[config.mk]
export PLATFORM = sky130hd
export DESIGN_NAME = spu_cmd_sequencer
export DESIGN_NICKNAME = d
export VERILOG_FILES = /design/src/rtl/spu_seq_pkg.sv /design/src/rtl/spu_seq_fifo.sv /design/src/rtl/spu_cmd_sequencer.sv
export SDC_FILE = /design/constraint.sdc
export NUM_CORES = 1
export LEC_CHECK = 0
export ABC_AREA = 1
export BUFFER_PORTS_ARGS = -buffer_cell sky130_fd_sc_hd__buf_4
export CORE_MARGIN = 2
export CORE_UTILIZATION = 55
export DETAILED_ROUTE_END_ITERATION = 10
export GPL_ROUTABILITY_DRIVEN = 1
export PLACE_DENSITY = 0.79
export SKIP_CTS_REPAIR_TIMING = 1
export SYNTH_ARGS = -nofsm -noshare
export SYNTH_HDL_FRONTEND = slang
export SYNTH_HIERARCHICAL = 1
export SYNTH_SLANG_ARGS = --single-unit
[constraint.sdc]
create_clock -name clk -period 2.6 [get_ports clk]
set_input_delay 0.26 -clock clk [delete_from_list [all_inputs] [get_ports clk]]
set_output_delay 0.26 -clock clk [all_outputs]
set_load 0.005 [all_outputs]
[src/rtl/spu_seq_pkg.sv]
// Shared state type, prog_data field layout and SPU constants for the SPU command sequencer.
package spu_seq_pkg;

    typedef enum logic [1:0] {
        ST_IDLE  = 2'd0,
        ST_RUN   = 2'd1,
        ST_DRAIN = 2'd2,
        ST_DONE  = 2'd3
    } seq_state_t;

    // prog_data = {Op[15:12], Q[11:8], data[7:0]}; the SPU command byte is {Op,Q}.
    localparam int PD_OP_MSB   = 15;
    localparam int PD_Q_LSB    = 8;
    localparam int PD_DATA_MSB = 7;
    localparam int PD_DATA_LSB = 0;

    localparam int         RESULT_LATENCY = 2;
    localparam logic [7:0] SPU_NOP        = 8'h00;

    function automatic logic [7:0] pd_cmd(input logic [15:0] entry);
        return entry[PD_OP_MSB:PD_Q_LSB];
    endfunction

    function automatic logic [7:0] pd_data(input logic [15:0] entry);
        return entry[PD_DATA_MSB:PD_DATA_LSB];
    endfunction

endpackage

[src/rtl/spu_seq_fifo.sv]
// Synchronous first-word-fall-through FIFO holding SPU results until they are read out.
module spu_seq_fifo #(
    parameter int DEPTH = 8,
    parameter int WIDTH = 8
) (
    input  logic             i_clk,
    input  logic             i_reset,
    input  logic             i_push,
    input  logic [WIDTH-1:0] i_push_data,
    input  logic             i_pop,
    output logic [WIDTH-1:0] o_pop_data,
    output logic             o_empty
);
    localparam int AW = $clog2(DEPTH);

    logic [WIDTH-1:0] r_mem [DEPTH];
    logic [AW:0]      r_wr_ptr;
    logic [AW:0]      r_rd_ptr;
    logic             w_full;
    logic             w_do_push;
    logic             w_do_pop;

    // Extra pointer MSB distinguishes full from empty when the index bits match.
    assign o_empty    = (r_wr_ptr == r_rd_ptr);
    assign w_full     = (r_wr_ptr[AW] != r_rd_ptr[AW]) &&
                        (r_wr_ptr[AW-1:0] == r_rd_ptr[AW-1:0]);
    assign w_do_pop   = i_pop && !o_empty;
    assign w_do_push  = i_push && (!w_full || w_do_pop);
    assign o_pop_data = r_mem[r_rd_ptr[AW-1:0]];

    always_ff @(posedge i_clk or posedge i_reset) begin
        if (i_reset) begin
            r_wr_ptr <= '0;
            r_rd_ptr <= '0;
        end else begin
            if (w_do_push) r_wr_ptr <= r_wr_ptr + 1'b1;
            if (w_do_pop)  r_rd_ptr <= r_rd_ptr + 1'b1;
        end
    end

    always_ff @(posedge i_clk) begin
        if (w_do_push) r_mem[r_wr_ptr[AW-1:0]] <= i_push_data;
    end

endmodule

[src/rtl/spu_cmd_sequencer.sv]
// Loads a short SPU program, replays it one entry per cycle and buffers the results.
// Optional macro SPU_SEQ_CKSUM_EN adds the cksum output (XOR of results since the last start).
module spu_cmd_sequencer
    import spu_seq_pkg::*;
#(
    parameter int DEPTH = 8
) (
    input  logic                     clk,
    input  logic                     reset,
    input  logic                     ena,
    input  logic                     prog_valid,
    output logic                     prog_ready,
    input  logic [15:0]              prog_data,
    input  logic                     start,
    input  logic                     clear,
    output logic                     busy,
    output logic                     done,
    output logic [7:0]               spu_cmd,
    output logic [7:0]               spu_data,
    input  logic [7:0]               spu_result,
    output logic                     res_valid,
    input  logic                     res_ready,
    output logic [7:0]               res_data,
`ifdef SPU_SEQ_CKSUM_EN
    output logic [7:0]               cksum,
`endif
    output logic [1:0]               dbg_state,
    output logic [$clog2(DEPTH):0]   dbg_prog_count
);
    localparam int AW = $clog2(DEPTH);
    localparam int CW = AW + 1;

    // Handshakes: a transfer happens on an edge where valid && ready are both high;
    // prog_ready drops while ena is low so no load is offered that would be ignored.

    seq_state_t                r_state;
    logic [15:0]               r_prog [DEPTH];
    logic [CW-1:0]             r_count;
    logic [CW-1:0]             r_idx;
    logic [RESULT_LATENCY-1:0] r_vld;
    logic [7:0]                r_cmd;
    logic [7:0]                r_data;
    logic                      r_done;
    logic                      r_busy;

    logic w_prog_wr;
    logic w_start_ok;
    logic w_issue;
    logic w_push;
    logic w_pop;
    logic w_fifo_empty;

    assign prog_ready = ena && (r_state == ST_IDLE) && (r_count < CW'(DEPTH));
    assign w_prog_wr  = prog_valid && prog_ready;
    assign w_start_ok = ena && (r_state == ST_IDLE) && start && !clear && w_fifo_empty;
    assign w_issue    = (r_state == ST_RUN) && (r_idx != r_count);
    assign w_push     = ena && r_vld[RESULT_LATENCY-1];
    assign res_valid  = !w_fifo_empty;
    assign w_pop      = res_valid && res_ready;

    assign spu_cmd        = r_cmd;
    assign spu_data       = r_data;
    assign done           = r_done;
    assign busy           = r_busy;
    assign dbg_state      = r_state;
    assign dbg_prog_count = r_count;

    // Program store has no reset: it survives runs so the same program can be replayed.
    always_ff @(posedge clk) begin
        if (w_prog_wr) r_prog[r_count[AW-1:0]] <= prog_data;
    end

    always_ff @(posedge clk or posedge reset) begin
        if (reset) begin
            r_state <= ST_IDLE;
            r_count <= '0;
            r_idx   <= '0;
            r_vld   <= '0;
            r_cmd   <= SPU_NOP;
            r_data  <= SPU_NOP;
            r_done  <= 1'b0;
            r_busy  <= 1'b0;
        end else if (ena) begin
            r_vld  <= {r_vld[RESULT_LATENCY-2:0], w_issue};
            r_cmd  <= SPU_NOP;
            r_data <= SPU_NOP;
            r_done <= 1'b0;
            case (r_state)
                ST_IDLE: begin
                    if (clear) begin
                        r_count <= '0;
                    end else begin
                        if (w_prog_wr) r_count <= r_count + 1'b1;
                        if (w_start_ok) begin
                            r_idx  <= '0;
                            r_busy <= 1'b1;
                            if (r_count == '0) begin
                                r_state <= ST_DONE;
                                r_done  <= 1'b1;
                            end else begin
                                r_state <= ST_RUN;
                            end
                        end
                    end
                end
                ST_RUN: begin
                    if (w_issue) begin
                        r_cmd  <= pd_cmd(r_prog[r_idx[AW-1:0]]);
                        r_data <= pd_data(r_prog[r_idx[AW-1:0]]);
                        r_idx  <= r_idx + 1'b1;
                    end else begin
                        r_state <= ST_DRAIN;
                    end
                end
                ST_DRAIN: begin
                    if (r_vld == '0) begin
                        r_state <= ST_DONE;
                        r_done  <= 1'b1;
                    end
                end
                ST_DONE: begin
                    r_state <= ST_IDLE;
                    r_busy  <= 1'b0;
                end
                default: r_state <= ST_IDLE;
            endcase
        end
    end

`ifdef SPU_SEQ_CKSUM_EN
    logic [7:0] r_cksum;

    always_ff @(posedge clk or posedge reset) begin
        if (reset)           r_cksum <= 8'h00;
        else if (w_start_ok) r_cksum <= 8'h00;
        else if (w_push)     r_cksum <= r_cksum ^ spu_result;
    end

    assign cksum = r_cksum;
`endif

    spu_seq_fifo #(
        .DEPTH (DEPTH),
        .WIDTH (8)
    ) u_res_fifo (
        .i_clk       (clk),
        .i_reset     (reset),
        .i_push      (w_push),
        .i_push_data (spu_result),
        .i_pop       (w_pop),
        .o_pop_data  (res_data),
        .o_empty     (w_fifo_empty)
    );

endmodule

=== Word level (Yosys, flattened, before mapping) ===
Memories as Yosys holds them, arrays and structs flattened.
Index checks and enable logic that the tools add are counted.

* Add/sub/neg operators: 4
* Magnitude comparators: 1
* Equality and inequality tests: 12
* Muxes and demuxes: 28
* Reduce and logical (&&, ||, !) cells: 26

{| class="wikitable"
|+ Operators by type and width
! kind !! count
|-
| $mux 8 || 4
|-
| $mux 4 || 5
|-
| $add 4x1->4 const B || 4
|-
| $logic_and 1x1->1 || 12
|-
| $mux 1 || 10
|-
| $mux 2 || 5
|-
| $ne 2x2->1 const B || 5
|-
| $reduce_and 5->1 || 2
|-
| $pmux 2 s4 || 1
|-
| $pmux 4 s2 || 1
|-
| $reduce_bool 2->1 || 3
|-
| $eq 2x2->1 const B || 2
|-
| $eq 4x4->1 || 1
|-
| $logic_not 2->1 || 2
|-
| $logic_not 4->1 || 1
|-
| $lt 4x4->1 const B || 1
|-
| $ne 4x4->1 || 1
|-
| $pmux 1 s2 || 2
|-
| $reduce_and 4->1 || 1
|-
| $eq 3x3->1 || 1
|-
| $logic_not 1->1 || 3
|-
| $reduce_and 3->1 || 1
|-
| $eq 2x1->1 const B || 1
|-
| $logic_or 1x1->1 || 1
|-
| $ne 1x1->1 || 1
|}

* Bits in registers: 38
* Bits in writable memories: 192
* Input bits: 31
* Output and inout bits: 34
* Logic and storage cells: 83
* Memories: 2

{| class="wikitable"
|+ Memories
! name !! depth !! bits a word !! read ports !! clocked after Yosys merged registers in !! write ports !! line !! RTL
|-
| r_prog || 8 || 16 || 1 || 0 || 1 || spu_cmd_sequencer.sv:37 || <nowiki>logic [15:0] r_prog [DEPTH];</nowiki>
|-
| u_res_fifo.r_mem || 8 || 8 || 1 || 0 || 1 || spu_seq_fifo.sv:16 || <nowiki>logic [WIDTH-1:0] r_mem [DEPTH];</nowiki>
|}

=== Longest topological paths before layout ===
Gate-level depths: netlist of the first run.

* Depth after elaboration: 8
* Depth in mapped cells: 13

=== Hierarchy ===
Netlist of the first run, hierarchy kept.

{| class="wikitable"
|+ Modules (own cells, without submodules)
! module !! instances !! cells each !! area each (um2) !! sequential area each (um2)
|-
| spu_cmd_sequencer || 1 || 619 || 6751.5 || 4594.4
|-
| spu_seq_fifo || 1 || 260 || 3025.4 || 2122.0
|}

=== Least setup slack after synthesis of the first run ===
OpenSTA, ideal clock, no wires.

* Path type: reg2reg
* Start: register r_state[0] (netlist: dbg_state[0])
* End: memory r_prog[0][0] (enable)
* Setup time: 0.388 ns
* Data arrival time: 1.980 ns
* Required time: 2.212 ns
* Slack: 0.232 ns
* Cell stages (with the launch flop): 9
* Path buffers: 0
* Clock period less this slack: 2.368 ns
* Path through: dfrtp_1 -> inv_1 -> ha_1 -> nand2_1 -> nor2_2 -> nand2_1 -> inv_2 -> nand2_1 -> nor2_1

* Cells in the longest elaborated chain, start to end: 6

{| class="wikitable"
|+ RTL lines
! element !! line !! RTL
|-
| start: declaration || spu_cmd_sequencer.sv:36 || <nowiki>seq_state_t r_state;</nowiki>
|-
| start signal: assignment || spu_cmd_sequencer.sv:75 || <nowiki>r_state <= ST_IDLE;</nowiki>
|-
| start signal: assignment || spu_cmd_sequencer.sv:98 || <nowiki>r_state <= ST_DONE;</nowiki>
|-
| start signal: assignment || spu_cmd_sequencer.sv:101 || <nowiki>r_state <= ST_RUN;</nowiki>
|-
| $logic_not 2->1 || spu_cmd_sequencer.sv:53 || <nowiki>assign prog_ready = ena && (r_state == ST_IDLE) && (r_count < CW'(DEPTH));</nowiki>
|-
| $logic_and 1x1->1 (2 in a row) || spu_cmd_sequencer.sv:53 ||
|-
| net prog_ready || spu_cmd_sequencer.sv:12 || <nowiki>output logic prog_ready,</nowiki>
|-
| $logic_and 1x1->1 || spu_cmd_sequencer.sv:54 || <nowiki>assign w_prog_wr = prog_valid && prog_ready;</nowiki>
|-
| $mux 1 || spu_cmd_sequencer.sv:70 || <nowiki>if (w_prog_wr) r_prog[r_count[AW-1:0]] <= prog_data;</nowiki>
|-
| $mux 1 (not written as such) || spu_cmd_sequencer.sv:70 ||
|-
| end: declaration || spu_cmd_sequencer.sv:37 ||
|}

The timed path passes the listed nets, and every way through them passes these cells.

=== Worst setup path after layout of the first run ===
* Start: register u_res_fifo.r_wr_ptr[1]
* End: memory u_res_fifo.r_mem[4][7] (enable)

* Cells in the longest elaborated chain, start to end: 8
* Elaborated cells between the ends (all ways): 11
* Classes of those cells: eq/ne: 2; mux: 2; reduce/logical: 7

{| class="wikitable"
|+ RTL lines
! element !! line !! RTL
|-
| start: declaration || spu_seq_fifo.sv:17 || <nowiki>logic [AW:0] r_wr_ptr;</nowiki>
|-
| start signal: assignment || spu_seq_fifo.sv:36 || <nowiki>if (w_do_push) r_wr_ptr <= r_wr_ptr + 1'b1;</nowiki>
|-
| $eq 4x4->1 || spu_seq_fifo.sv:24 || <nowiki>assign o_empty = (r_wr_ptr == r_rd_ptr);</nowiki>
|-
| net w_fifo_empty || spu_cmd_sequencer.sv:51 || <nowiki>logic w_fifo_empty;</nowiki>
|-
| $logic_not 1->1 || spu_cmd_sequencer.sv:58 || <nowiki>assign res_valid = !w_fifo_empty;</nowiki>
|-
| $logic_and 1x1->1 || spu_cmd_sequencer.sv:59 || <nowiki>assign w_pop = res_valid && res_ready;</nowiki>
|-
| net w_pop || spu_cmd_sequencer.sv:50 || <nowiki>logic w_pop;</nowiki>
|-
| $logic_and 1x1->1 || spu_seq_fifo.sv:27 || <nowiki>assign w_do_pop = i_pop && !o_empty;</nowiki>
|-
| $logic_or 1x1->1 || spu_seq_fifo.sv:28 || <nowiki>assign w_do_push = i_push && (!w_full || w_do_pop);</nowiki>
|-
| $logic_and 1x1->1 || spu_seq_fifo.sv:28 ||
|-
| $mux 1 || spu_seq_fifo.sv:42 || <nowiki>if (w_do_push) r_mem[r_wr_ptr[AW-1:0]] <= i_push_data;</nowiki>
|-
| $mux 1 (not written as such) || spu_seq_fifo.sv:42 ||
|-
| end: declaration || spu_seq_fifo.sv:16 ||
|}

The timed path passes the listed nets, and every way through them passes these cells.

==> results.md, run 1 <==
Run status:
- The flow ran to the end, and the final reports show no timing, DRC or antenna violations.

Timing:
- Across all hold checks on the routed design, the worst slack comes to approximately 0.01 ns.
- The clock arrives with ~0.018 ns of skew.
- Setup repair after global routing left no endpoint under its margin.
- At the pin with the least slew margin, the transition time is between 0.7 and 0.8 ns.
- Setup total negative slack on the finished layout was measured at 0 ns.
- The max-slew headroom at the worst pin is a little over half.
- The clock period minus worst slack is about 2.4 ns.
- The total count of hold-check failures in the final report is 0.
- The number of pins exceeding their max-slew limit in the final report is 0.
- The final count of negative-setup-slack endpoints is 0.
- The fmax is between 400 and 500 MHz.
- The share of the cycle needed by the critical path after routing is between 90% and 100%.

Route:
- The number of detailed-routing iterations run before antenna repair is 5.
- Summed over all layers, the routed wires come to 20620 um.
- The first routing iteration left between 500 and 600 violations.
- The via density per instance is 5.455.
- Dividing the detail-routed wire length by the instance count gives 17.12 um.
- Detailed routing inserted a total of approximately 6600 vias.
- The number of nets still failing antenna checks after routing is 0.
- The DRC violation count after routing is 0.

Finish:
- The layout has approximately 1300 filler cells.
- The number of antenna diodes in the final layout is 0.
- The number of nets in the finished design is ~1000.
- The ratio of cells with drive above 1 in the final layout is 16.45%.
- The core occupancy in the finished layout is around 65%.
- Leaving out filler cells and counting taps, the final layout contains between 1000 and 1500.
- The layout overhead on the synthesized area is 15.70%.

Die:
- The core footprint is roughly 0.017 mm^2.
- The initial core utilization is 56.33%.
- The number of placement rows is 48.
- The die covers 0.01886 mm^2.
- The chip height is about 140 um.
- The width of the die is approximately 140 um.
- 65 I/O pins were placed.

Worst setup path:
- The worst endpoint required time is ~2.7 ns.
- Counting cells, the worst reg-to-reg path comes to 11.
- Along the worst path, the maximum fanout reaches 8.
- STA classifies the critical path startpoint as a register.
- For flop-to-flop paths, the worst setup slack is roughly 0.21 ns.
- The signal on the critical path passes through inv_1 > nand2_1 > nand2_1 > nor2_4 > nand3_2 > inv_1 > nor2_1 > inv_1 > nand4_4 > nand3_2 > nor2_1.
- At the worst endpoint, the arrival time is about 2.5 ns.
- In this run the critical register-to-register path is captured at u_res_fifo/r_mem[4][7].
- The critical path's most frequent cell is inv_1.
- The largest individual stage delay along the critical path comes from the cell nor2_1.
- Together, buffers and inverters on the worst path number 3.
- Grouping stages by cell kind, the critical path spends the most delay in simple AND/OR/NAND/NOR gates.
- The startpoint of the most critical register-to-register path is u_res_fifo/r_wr_ptr[1].
- The worst setup path is captured at a register.
- The worst stage delay on the critical path is around 0.50 ns.
- The critical path class is register to register.

Power:
- Of the total power, registers draw between 30% and 40%.
- The leakage power figure is roughly 4.6 nW.
- The largest voltage drop on the vdd net is between 0.0006 and 0.0007 V.
- The internal power of the cells totals a little under 8 mW.
- Summed over all nets, the switching power comes to 4.090 mW.
- The areal power density over the cells is 1041 mW/mm^2.
- The fraction of power spent switching nets is 34.74%.
- Combinational logic is responsible for ~33% of the overall power.
- The relative contribution of the clock network to total power is 28.3%.

Synth:
- In this run the biggest area consumer among cell types represents roughly 60% of the synthesized area.
- The number of standard cells after synthesis is roughly 900.
- By area the synthesized netlist is led by edfxtp_1 59%, nand2_1 12%, dfrtp_1 9.7%, nand3_1 4.0%, nor2_1 2.3%.
- When the netlist entered floorplanning its net count stood at ~900.
- The unique cell type count in the Yosys netlist is 34.
- During synthesis, Yosys emitted a total of 6 warnings.
- The mean instance size in the synthesized netlist is approximately 11 um^2.
- Of all cell types, the one taking the most synthesized area is edfxtp_1.
- In this run the cell area of the synthesized design comes to 0.009777 mm^2.
- After synthesis, flip-flops and latches occupy between 60% and 70% of the total area.
- In this run, synthesis produced a sequential element count of 230.

Min path:
- The path class of the tightest hold or removal check is primary input to register.
- Along the worst hold path, the cell count comes to 1.
- The end of the worst hold path is r_prog[1][9].
- The launch point of the worst hold path is prog_data[9].

GRT:
- The global-route wire length before repair is ~32000 um.
- Entering global routing, the biggest net connects 70 pins.
- The number of antenna violations at the first check in global routing came to 0.
- The number of global-route vias before repair is around 6300.
- The total overflow left after global routing is 0.
- Global routing used ~22% of the available tracks across all layers.

Run:
- The tool flagged a number of max-cap violations equal to 0.

Clock network:
- The clock sink total is 230.
- The cell chosen for the clock root is clkbuf_16.
- TritonCTS built the clock tree.
- No sink is reached through more buffers than the 3 on the longest clock path.
- After clock tree synthesis, the clock-pin slew on the worst setup and hold paths is 0.06 ns.
- The number of clock buffers added by TritonCTS is 23.
- The deepest level of the CTS H-tree is 1.
- For the worst-skew pair, the clock arrives at the later sink with an insertion delay of roughly 0.51 ns.

Placed design:
- The count of buffers inserted at the top-level ports is 64.
- The number of placed instances, taps included, is 1154.
- Routability-driven placement finished with a final weighted congestion of approximately 0.87.
- The placed wire-length estimate is 13780 um.
synthesized netlist by cell type, drive strengths merged:
| library cell | number |
|---|---|
| ha | 10 |
| nand2 | 322 |
| a21oi | 5 |
| nor3 | 1 |
| dfrtp | 38 |
| nand3 | 84 |
| nand4 | 7 |
| o21ai | 55 |
| buf | 30 |
| clkbuf | 10 |
| a31oi | 2 |
| or2 | 1 |
| edfxtp | 192 |
| xor2 | 2 |
| nor2 | 65 |
| xnor2 | 4 |
| inv | 35 |
| o22ai | 16 |
area by class of cell:
| class | instances | area (um^2) | area share (%) |
|---|---|---|---|
| tap | 225 | 281.5 | 2.489 |
| clock inverter | 16 | 182.7 | 1.615 |
| sequential | 230 | 6718 | 59.38 |
| inverter | 35 | 133.9 | 1.183 |
| clock buffer | 25 | 583.1 | 5.154 |
| multi-input combinational | 574 | 2648 | 23.40 |
| timing repair buffer | 99 | 765.7 | 6.769 |
how the worst max path moves through the flow:
stage                                 startpoint  cells past startpoint                      to
after floorplan                     dbg_state[0]                      8            r_prog[0][0]
after global placement    u_res_fifo/r_rd_ptr[3]                      9  u_res_fifo/r_mem[4][0]
after detailed placement  u_res_fifo/r_rd_ptr[3]                      9  u_res_fifo/r_mem[4][5]
after CTS                 u_res_fifo/r_rd_ptr[3]                      9  u_res_fifo/r_mem[4][7]
after global routing      u_res_fifo/r_rd_ptr[3]                      9  u_res_fifo/r_mem[4][7]
final                     u_res_fifo/r_wr_ptr[1]                     11  u_res_fifo/r_mem[4][7]
per-stage QoR:
step                      setup WS (ns)  power [mW]  cell area (um^2)
after floorplan                  0.2316       7.316              9777
after global placement           0.3663       8.347             10460
after detailed placement         0.2656       8.440             10460
after CTS                        0.2539       11.79             11220
after global routing           0.004528       12.38             11310
final                            0.2074       11.77             11310
sequential cells by signal, summed over array words and instances, names as in the netlist:
register / count
busy: 1
dbg_prog_count: 4
dbg_state: 2
done: 1
r_idx: 4
r_prog: 128
r_vld: 2
spu_cmd: 8
spu_data: 8
u_res_fifo/r_mem: 64
u_res_fifo/r_rd_ptr: 4
u_res_fifo/r_wr_ptr: 4
power by group through the flow:
| stage | Clock [mW] | Combinational, mW | Sequential (mW) |
|---|---|---|---|
| final | 3.33 | 3.93 | 4.51 |
| after global routing | 3.51 | 4.33 | 4.54 |
| after CTS | 3.37 | 3.91 | 4.51 |
| after detailed placement | 0 | 3.86 | 4.58 |
| after global placement | 0 | 3.78 | 4.57 |
| after floorplan | 0 | 2.78 | 4.54 |
kinds of logic after synthesis:
family	after synthesis	share of synthesized area [%]
compound gates	78	4.722
xor+xnor	6	0.5375
fa+ha+maj	10	1.280
buf+inv	75	4.223
flops	230	68.70
simple gates	480	20.54
layout by cell type (no fill, tap or decap), types with 5 or more instances in the layout:
master / instances
ha_1: 10
dfrtp_1: 37
clkinv_1: 5
nor2_1: 61
inv_1: 26
edfxtp_1: 192
o22ai_1: 16
o21ai_2: 10
nand4_1: 6
clkbuf_16: 23
nand2_1: 317
inv_2: 8
o21ai_0: 38
o21ai_1: 7
nand3_1: 79
buf_4: 90
dlygate4sd3_1: 9
routing by layer:
metal	part of all wire [%]	track usage (%)	up-vias
met4	2.1	5.670	0
met5	0	0	-
met3	6.7	3.642	38
met2	49	37.31	262
li1	-	-	3162
met1	42	29.72	3106
worst register-to-register path, cell delays in order, from the launching register on:
cell and delay, ns:
dfrtp_1 0.46, inv_1 0.14, nand2_1 0.07, nand2_1 0.11, nor2_4 0.05, nand3_2 0.10, inv_1 0.09, nor2_1 0.17
inv_1 0.09, nand4_4 0.14, nand3_2 0.12, nor2_1 0.50
(Power assumes the default switching activity.)
==> inputs of run 2 (changes only) <==
--- a/config.mk
+++ b/config.mk
@@ -6,12 +6,12 @@
 export NUM_CORES = 1
 export LEC_CHECK = 0
 export ABC_AREA = 1
-export BUFFER_PORTS_ARGS = -buffer_cell sky130_fd_sc_hd__buf_4
 export CORE_MARGIN = 2
-export CORE_UTILIZATION = 55
+export CORE_UTILIZATION = 35
 export DETAILED_ROUTE_END_ITERATION = 10
+export DONT_BUFFER_PORTS = 1
 export GPL_ROUTABILITY_DRIVEN = 1
-export PLACE_DENSITY = 0.79
+export PLACE_DENSITY = 0.48
 export SKIP_CTS_REPAIR_TIMING = 1
 export SYNTH_ARGS = -nofsm -noshare
 export SYNTH_HDL_FRONTEND = slang
==> run 2 against run 1 <==
  * Die area grew 55%
  * Sequential share of layout area fell by 0.60 points
  * Global-route usage is 6.1 points lower
  * Critical path type unchanged
  * Largest cell class unchanged
  * Largest power group unchanged
==> results.md, run 2 (synthesis results as in run 1) <==
Run status:
- The run finished with clean final reports.

Placed design:
- The worst setup timing slack at the placement stage was 0.2422 ns (-0.02341 ns).
- The count of buffers inserted at the top-level ports came to 0 (-100%).
- The area of placed instances is 0.01020 mm^2 (-2.4%).
- The placed wire-length estimate was 14990 um (+8.8%).
- The post-placement cell count came to 1242 (+7.6%).
- The placer's final routability congestion estimate is 0.7585 (-13%).

Timing:
- The fmax came to 427.4 MHz (+2.3%).
- Setup repair after global routing left no endpoint under its margin.
- The final count of negative-setup-slack endpoints is 0 (unchanged).
- The share of the cycle needed by the critical path after routing was 89.99% (-2.0 points).
- The total count of hold-check failures in the final report came to 0 (unchanged).
- The total negative slack for setup checks came to 0 ns (unchanged).
- The max-slew headroom at the worst pin is 57.39% (+4.9 points).
- The number of pins exceeding their max-slew limit in the final report is 0 (unchanged).
- The final worst setup slack is 0.2602 ns (+0.05278 ns).
- The slew at the pin closest to its max-slew limit is 0.6369 ns (-0.07563 ns).
- The clock period minus worst slack is 2.340 ns (-0.05278 ns).
- The clock skew is 0.009701 ns (-0.008291 ns).
- The worst hold slack was 0.04607 ns (+0.03604 ns).

GRT:
- The number of antenna violations at the first check in global routing was 3 (+3).
- The largest net degree at the start of global routing is 70 (unchanged).
- The number of global-route vias before repair is 6149 (-1.8%).
- The total routing resource utilization after global routing is 15.93% (-6.1 points).
- The aggregate global routing overflow is 0 (unchanged).
- The global-route wire length before repair is 35600 um (+12%).

Finish:
- The number of flip-flops under the largest register name was 128 (unchanged).
- The layout overhead on the synthesized area is 16.88%.
- The filler-free cell count of the finished design came to 1319 (+9.6%).
- Leaving out fill and tap cells, the most frequent cells in the layout are 317 x nand2_1, 192 x edfxtp_1, 79 x nand3_1, 54 x nor2_1, 38 x o21ai_0.
- The ratio of cells with drive above 1 in the final layout came to 11.82% (-4.6 points).
- The core occupancy in the finished layout was 41.36% (-24 points).
- The most frequent standard cell in the layout excluding fill and tap cells is nand2_1.
- The final non-filler cell area was 0.01143 mm^2 (+1.0%).
- The number of nets in the finished design came to 961 (-4.3%).

Clock network:
- The number of CTS-inserted buffers is 27 (+17%).
- The CTS tree is done.
- The clock latency reported for the late side of the worst-skew pair is 0.53 ns (+0.02 ns).
- The cell chosen for the clock root is clkbuf_16.
- The deepest level of the CTS H-tree is 1 (unchanged).
- The clock transition time at the flip-flop clock pins of the worst setup and hold paths was 0.06 ns (about the same).
- The maximum clock insertion buffer count is 3 (unchanged).
- The clock sink total is 230 (unchanged).

Worst setup path:
- The number of buffer and inverter instances along the worst setup path is 3 (unchanged).
- Traced cell by cell, the critical path runs through xor2_1 > inv_1 > nand3_2 > inv_1 > nor2_1 > inv_1 > nand4_4 > nand2_4 > nor2_1.
- The slowest stage cell on the critical path is nor2_1.
- The worst endpoint required time is 2.76 ns (+0.03 ns).
- The most numerous cell type found on the critical path is inv_1.
- The largest driver fanout on the critical path is 8 (unchanged).
- The critical path class is register to register.
- The sort of element at the start of the critical path is a register.
- The endpoint type of the worst setup path is a register.
- The data arrival time at the worst-slack endpoint is 2.50 ns (-0.02 ns).
- The worst stage delay on the critical path is 0.51 ns (about the same).
- Among cell families on the critical path, the largest total delay comes from simple AND/OR/NAND/NOR gates.

Power:
- The areal power density over the cells was 1068 mW/mm^2 (+2.7%).
- The largest voltage drop on the vdd net is 0.0005322 V (-21%).
- The leakage power figure is 4.404 nW (-3.3%).
- The total power is 12.21 mW (+3.7%).

Route:
- The via density per instance was 4.710 (-14%).
- The number of nets still failing antenna checks after routing came to 0 (unchanged).
- The number of detailed-routing iterations run before antenna repair is 4 (-1).
- The number of design-rule violations left by the first detailed-router iteration is 417 (-18%).
- The routed wirelength normalized by instance count came to 17.70 um (+3.4%).
- The DRC violation count after routing is 0 (unchanged).
- The routed wire length is 23350 um (+13%).
- The total vias in the final route was 6213 (-5.4%).

Die:
- The number of placement rows is 61 (+27%).
- The width of the die is 171.1 um (+25%).
- The initial core utilization came to 35.39% (-21 points).
- The core footprint is 0.02763 mm^2 (+59%).
- The chip height came to 171.1 um (+25%).
- The number of I/O pins is 65 (unchanged).
- The area enclosed by the die boundary is 0.02929 mm^2 (+55%).

Run:
- The max-capacitance violation count was 0 (unchanged).

Min path:
- The worst min-delay path class is primary input to register.
## run 2: layout make-up
class	instances	area, um^2
Sequential cell	230	6718
Tap cell	378	473.0
Fill cell	2672	16200
Inverter	35	133.9
Timing Repair Buffer	52	483.0
Antenna cell	2	5.005
Clock buffer	32	714.4
Multi-Input combinational cell	574	2665
Clock inverter	16	235.2
## run 2: path summary, 6_finish.rpt
check / slack, ns / endpoint / depth (start not counted) / from
worst max-delay path: 0.26 / u_res_fifo/r_mem[1][7] / 9 / u_res_fifo/r_rd_ptr[3]
worst min-delay path: 0.05 / dbg_prog_count[1] / 3 / prog_valid
worst max register to register: 0.26 / u_res_fifo/r_mem[1][7] / 9 / u_res_fifo/r_rd_ptr[3]
worst min register to register: 0.52 / u_res_fifo/r_wr_ptr[3] / 2 / u_res_fifo/r_wr_ptr[3]
max in group asynchronous: 1.67 / r_idx[0] / 3 / reset
min in group asynchronous: 0.19 / u_res_fifo/r_wr_ptr[3] / 2 / reset
## run 2: layer usage
metal | GRT usage, % | routed length, um | vias to the layer above
met5 | 0 | 11 | -
met4 | 3.500 | 435 | 2
met3 | 2.591 | 1021 | 34
met2 | 25.49 | 10600 | 120
li1 | - | - | 3087
met1 | 22.84 | 11280 | 2970
## run 2: where the power goes
group,total (mW),leakage (nW),internal [mW],switching (mW)
clock,4.02,0.461,2.54,1.48
sequential,4.57,2.24,4.30,0.274
combinational,3.62,1.71,1.10,2.52
total,12.2,4.40,7.94,4.27
## run 2: worst min-delay path: cells and delay by family
family           cells  cell delay (ns)
AO/OA/AOI/OAI        2             0.20
AND/OR/NAND/NOR      1             0.06
==> inputs of run 3 (changes only) <==
--- a/config.mk
+++ b/config.mk
@@ -6,11 +6,10 @@
 export NUM_CORES = 1
 export LEC_CHECK = 0
 export ABC_AREA = 1
-export CORE_MARGIN = 2
 export CORE_UTILIZATION = 35
 export DETAILED_ROUTE_END_ITERATION = 10
 export DONT_BUFFER_PORTS = 1
-export GPL_ROUTABILITY_DRIVEN = 1
+export GPL_ROUTABILITY_DRIVEN = 0
 export PLACE_DENSITY = 0.48
 export SKIP_CTS_REPAIR_TIMING = 1
 export SYNTH_ARGS = -nofsm -noshare
==> run 3 against run 2 <==
  * Utilization grew 0.39 points
  * Clock-buffer cell count grew 3
  * Global-route usage grew 0.22 points
  * Clock power shrank 9.0%
  * Non-clock buffer count grew 2
  * Design area shrank 0.72%
  * Maximum frequency grew 2.0%
  * Largest power group unchanged
  * Highest routed layer is now met4
==> results.md, run 3 (synthesis results as in run 1) <==
Min path:
- The number of cells traversed by the worst hold path is 4 (+1).
- In this run the worst hold path is classified as primary input to register.
- The launch point of the worst hold path is res_ready.
- The end of the worst hold path is u_res_fifo/r_rd_ptr[3].

Power:
- The leakage power figure is 4.376 nW (-0.65%).
- The areal power density over the cells came to 1045 mW/mm^2 (-2.2%).
- The largest voltage drop on the vdd net is 0.0006291 V (+18%).
- The total power was 11.85 mW (-2.9%).

Timing:
- Setup repair after global routing left no endpoint under its margin.
- The final count of negative-setup-slack endpoints came to 0 (unchanged).
- The slew at the pin closest to its max-slew limit came to 0.8544 ns (+0.2175 ns).
- The number of pins exceeding their max-slew limit in the final report is 0 (unchanged).
- The clock period minus worst slack is 2.293 ns (-0.04659 ns).
- The max-slew headroom at the worst pin was 42.98% (-14 points).
- The fmax was 436.1 MHz (+2.0%).
- The total count of hold-check failures in the final report is 0 (unchanged).
- The worst hold slack is 0.03739 ns (-0.008687 ns).
- The total negative slack for setup checks is 0 ns (unchanged).
- The share of the cycle needed by the critical path after routing is 88.20% (-1.8 points).
- The clock skew was 0.009283 ns (-0.0004180 ns).

GRT:
- The largest net degree at the start of global routing is 70 (unchanged).
- The number of global-route vias before repair is 5968 (-2.9%).
- The number of antenna violations at the first check in global routing is 1 (-2).
- The aggregate global routing overflow is 0 (unchanged).
- The total routing resource utilization after global routing is 16.15% (+0.22 points).
- The global-route wire length before repair is 35580 um (about the same).

Placed design:
- The count of buffers inserted at the top-level ports was 0 (unchanged).
- The placed wire-length estimate is 15060 um (+0.48%).

Clock network:
- The clock sink total is 230 (unchanged).
- The maximum clock insertion buffer count is 3 (unchanged).
- The clock transition time at the flip-flop clock pins of the worst setup and hold paths is 0.07 ns (about the same).
- The number of CTS-inserted buffers was 27 (unchanged).
- The cell chosen for the clock root is clkbuf_16.
- The clock latency reported for the late side of the worst-skew pair is 0.53 ns (about the same).
- The deepest level of the CTS H-tree is 1 (unchanged).
- TritonCTS built the clock tree.

Die:
- The width of the die is 169.1 um (-1.2%).
- The chip height is 169.1 um (-1.2%).
- The number of I/O pins was 65 (unchanged).
- The area enclosed by the die boundary is 0.02861 mm^2 (-2.3%).
- The initial core utilization came to 35.98% (+0.59 points).
- The number of placement rows is 60 (-1.6%).
- The core footprint was 0.02718 mm^2 (-1.6%).

Worst setup path:
- The data arrival time at the worst-slack endpoint came to 2.53 ns (+0.03 ns).
- The largest driver fanout on the critical path is 8 (unchanged).
- The cell count of the worst reg-to-reg path is 10 (+1).
- The worst endpoint required time is 2.83 ns (+0.07 ns).
- The reg-to-reg setup timing slack is 0.31 ns (+0.05 ns).
- The capture instance of the worst register-to-register path is u_res_fifo/r_mem[2][6].
- STA classifies the critical path startpoint as a register.
- The worst setup path is captured at a register.
- The startpoint of the most critical register-to-register path is u_res_fifo/r_rd_ptr[3].
- The critical path is of the register to register type.

Route:
- The number of design-rule violations left by the first detailed-router iteration came to 486 (+17%).
- The DRC violation count after routing is 0 (unchanged).
- The number of detailed-routing iterations run before antenna repair was 5 (+1).
- The total vias in the final route came to 6196 (-0.27%).
- The via density per instance was 4.719 (+0.18%).
- The number of nets still failing antenna checks after routing is 0 (unchanged).
- The routed wirelength normalized by instance count is 17.38 um (-1.8%).
- The routed wire length is 22820 um (-2.2%).

Run:
- The max-capacitance violation count came to 0 (unchanged).

Finish:
- The top cell types in the final layout, fill and taps aside, are 317 x nand2_1, 192 x edfxtp_1, 79 x nand3_1, 54 x nor2_1, 38 x o21ai_0.
- The area growth from synthesis to layout is 16.04%.
- Leaving out fill and tap cells, the most frequent cell in the layout is nand2_1.
- The core occupancy in the finished layout is 41.74% (+0.39 points).
- The total area of multi-input combinational cells is 0.002665 mm^2 (unchanged).
- The total area of sequential cells is 0.006718 mm^2 (unchanged).
- The ratio of cells with drive above 1 in the final layout is 11.91% (+0.094 points).
- The number of flip-flops under the largest register name was 128 (unchanged).
- The number of nets in the finished design is 963 (+0.21%).
- The fill cell total of the finished layout came to 2631 (-1.5%).

Run status:
- The flow ran to the end, and the final reports show no timing, DRC or antenna violations.
[run 3: cell types whose count changed in the layout (fill, tap and decap cells not counted), sizes merged]
cell	previous run	this run
bufinv	6	2
clkbuf	32	35
buf	25	27
clkinvlp	2	1
diode	2	1
inv	36	37
[run 3: worst max-delay path, stage by stage, from the launching register on]
cell	delay [ns]
dfrtp_1	0.41
xor2_1	0.29
inv_1	0.09
nand3_2	0.14
inv_1	0.09
nor2_1	0.30
inv_1	0.13
nand4_4	0.15
nand3_2	0.11
nor2_1	0.12
buf_4	0.18
[run 3: metal layers]
layer	vias up	wire (um)	global-route usage, %
met2	116	10090	24.80
met5	-	0	0
met4	0	456	3.995
li1	3083	-	-
met1	2965	11190	23.66
met3	32	1083	2.822
[run 3: layout make-up]
class / instances / area share [%]
clock inverter: 12 / 1.114
sequential: 230 / 59.21
clock buffer: 35 / 6.485
tap: 372 / 4.103
antenna: 1 / 0.02206
timing repair buffer: 54 / 4.390
multi-input combinational: 574 / 23.49
inverter: 35 / 1.180
[run 3: how the worst max path moves through the flow]
stage / from / to / slack [ns] / cells after the start
5_1_grt: u_res_fifo/r_wr_ptr[1] / u_res_fifo/r_mem[7][7] / 0.08 / 11
3_3_place_gp: u_res_fifo/r_rd_ptr[3] / u_res_fifo/r_mem[2][5] / 0.37 / 10
3_5_place_dp: u_res_fifo/r_rd_ptr[3] / u_res_fifo/r_mem[7][6] / 0.27 / 9
6_report: u_res_fifo/r_rd_ptr[3] / u_res_fifo/r_mem[2][6] / 0.31 / 10
2_1_floorplan: dbg_state[0] / r_prog[0][0] / 0.23 / 8
4_1_cts: u_res_fifo/r_rd_ptr[3] / u_res_fifo/r_mem[2][6] / 0.27 / 10
[run 3: stage by stage]
step | setup slack [ns] | std cells | area [um^2]
global route | 0.07695 | 1313 | 11340
global placement | 0.3682 | 1238 | 10210
finish | 0.3068 | 1313 | 11340
floorplan | 0.2316 | 879 | 9777
detailed placement | 0.2666 | 1238 | 10210
CTS | 0.2694 | 1285 | 11070
[run 3: report_power, final]
group	switching, mW	internal, mW	total (mW)
clock network	1.47	2.19	3.66
logic	2.51	1.12	3.62
registers	0.277	4.30	4.57
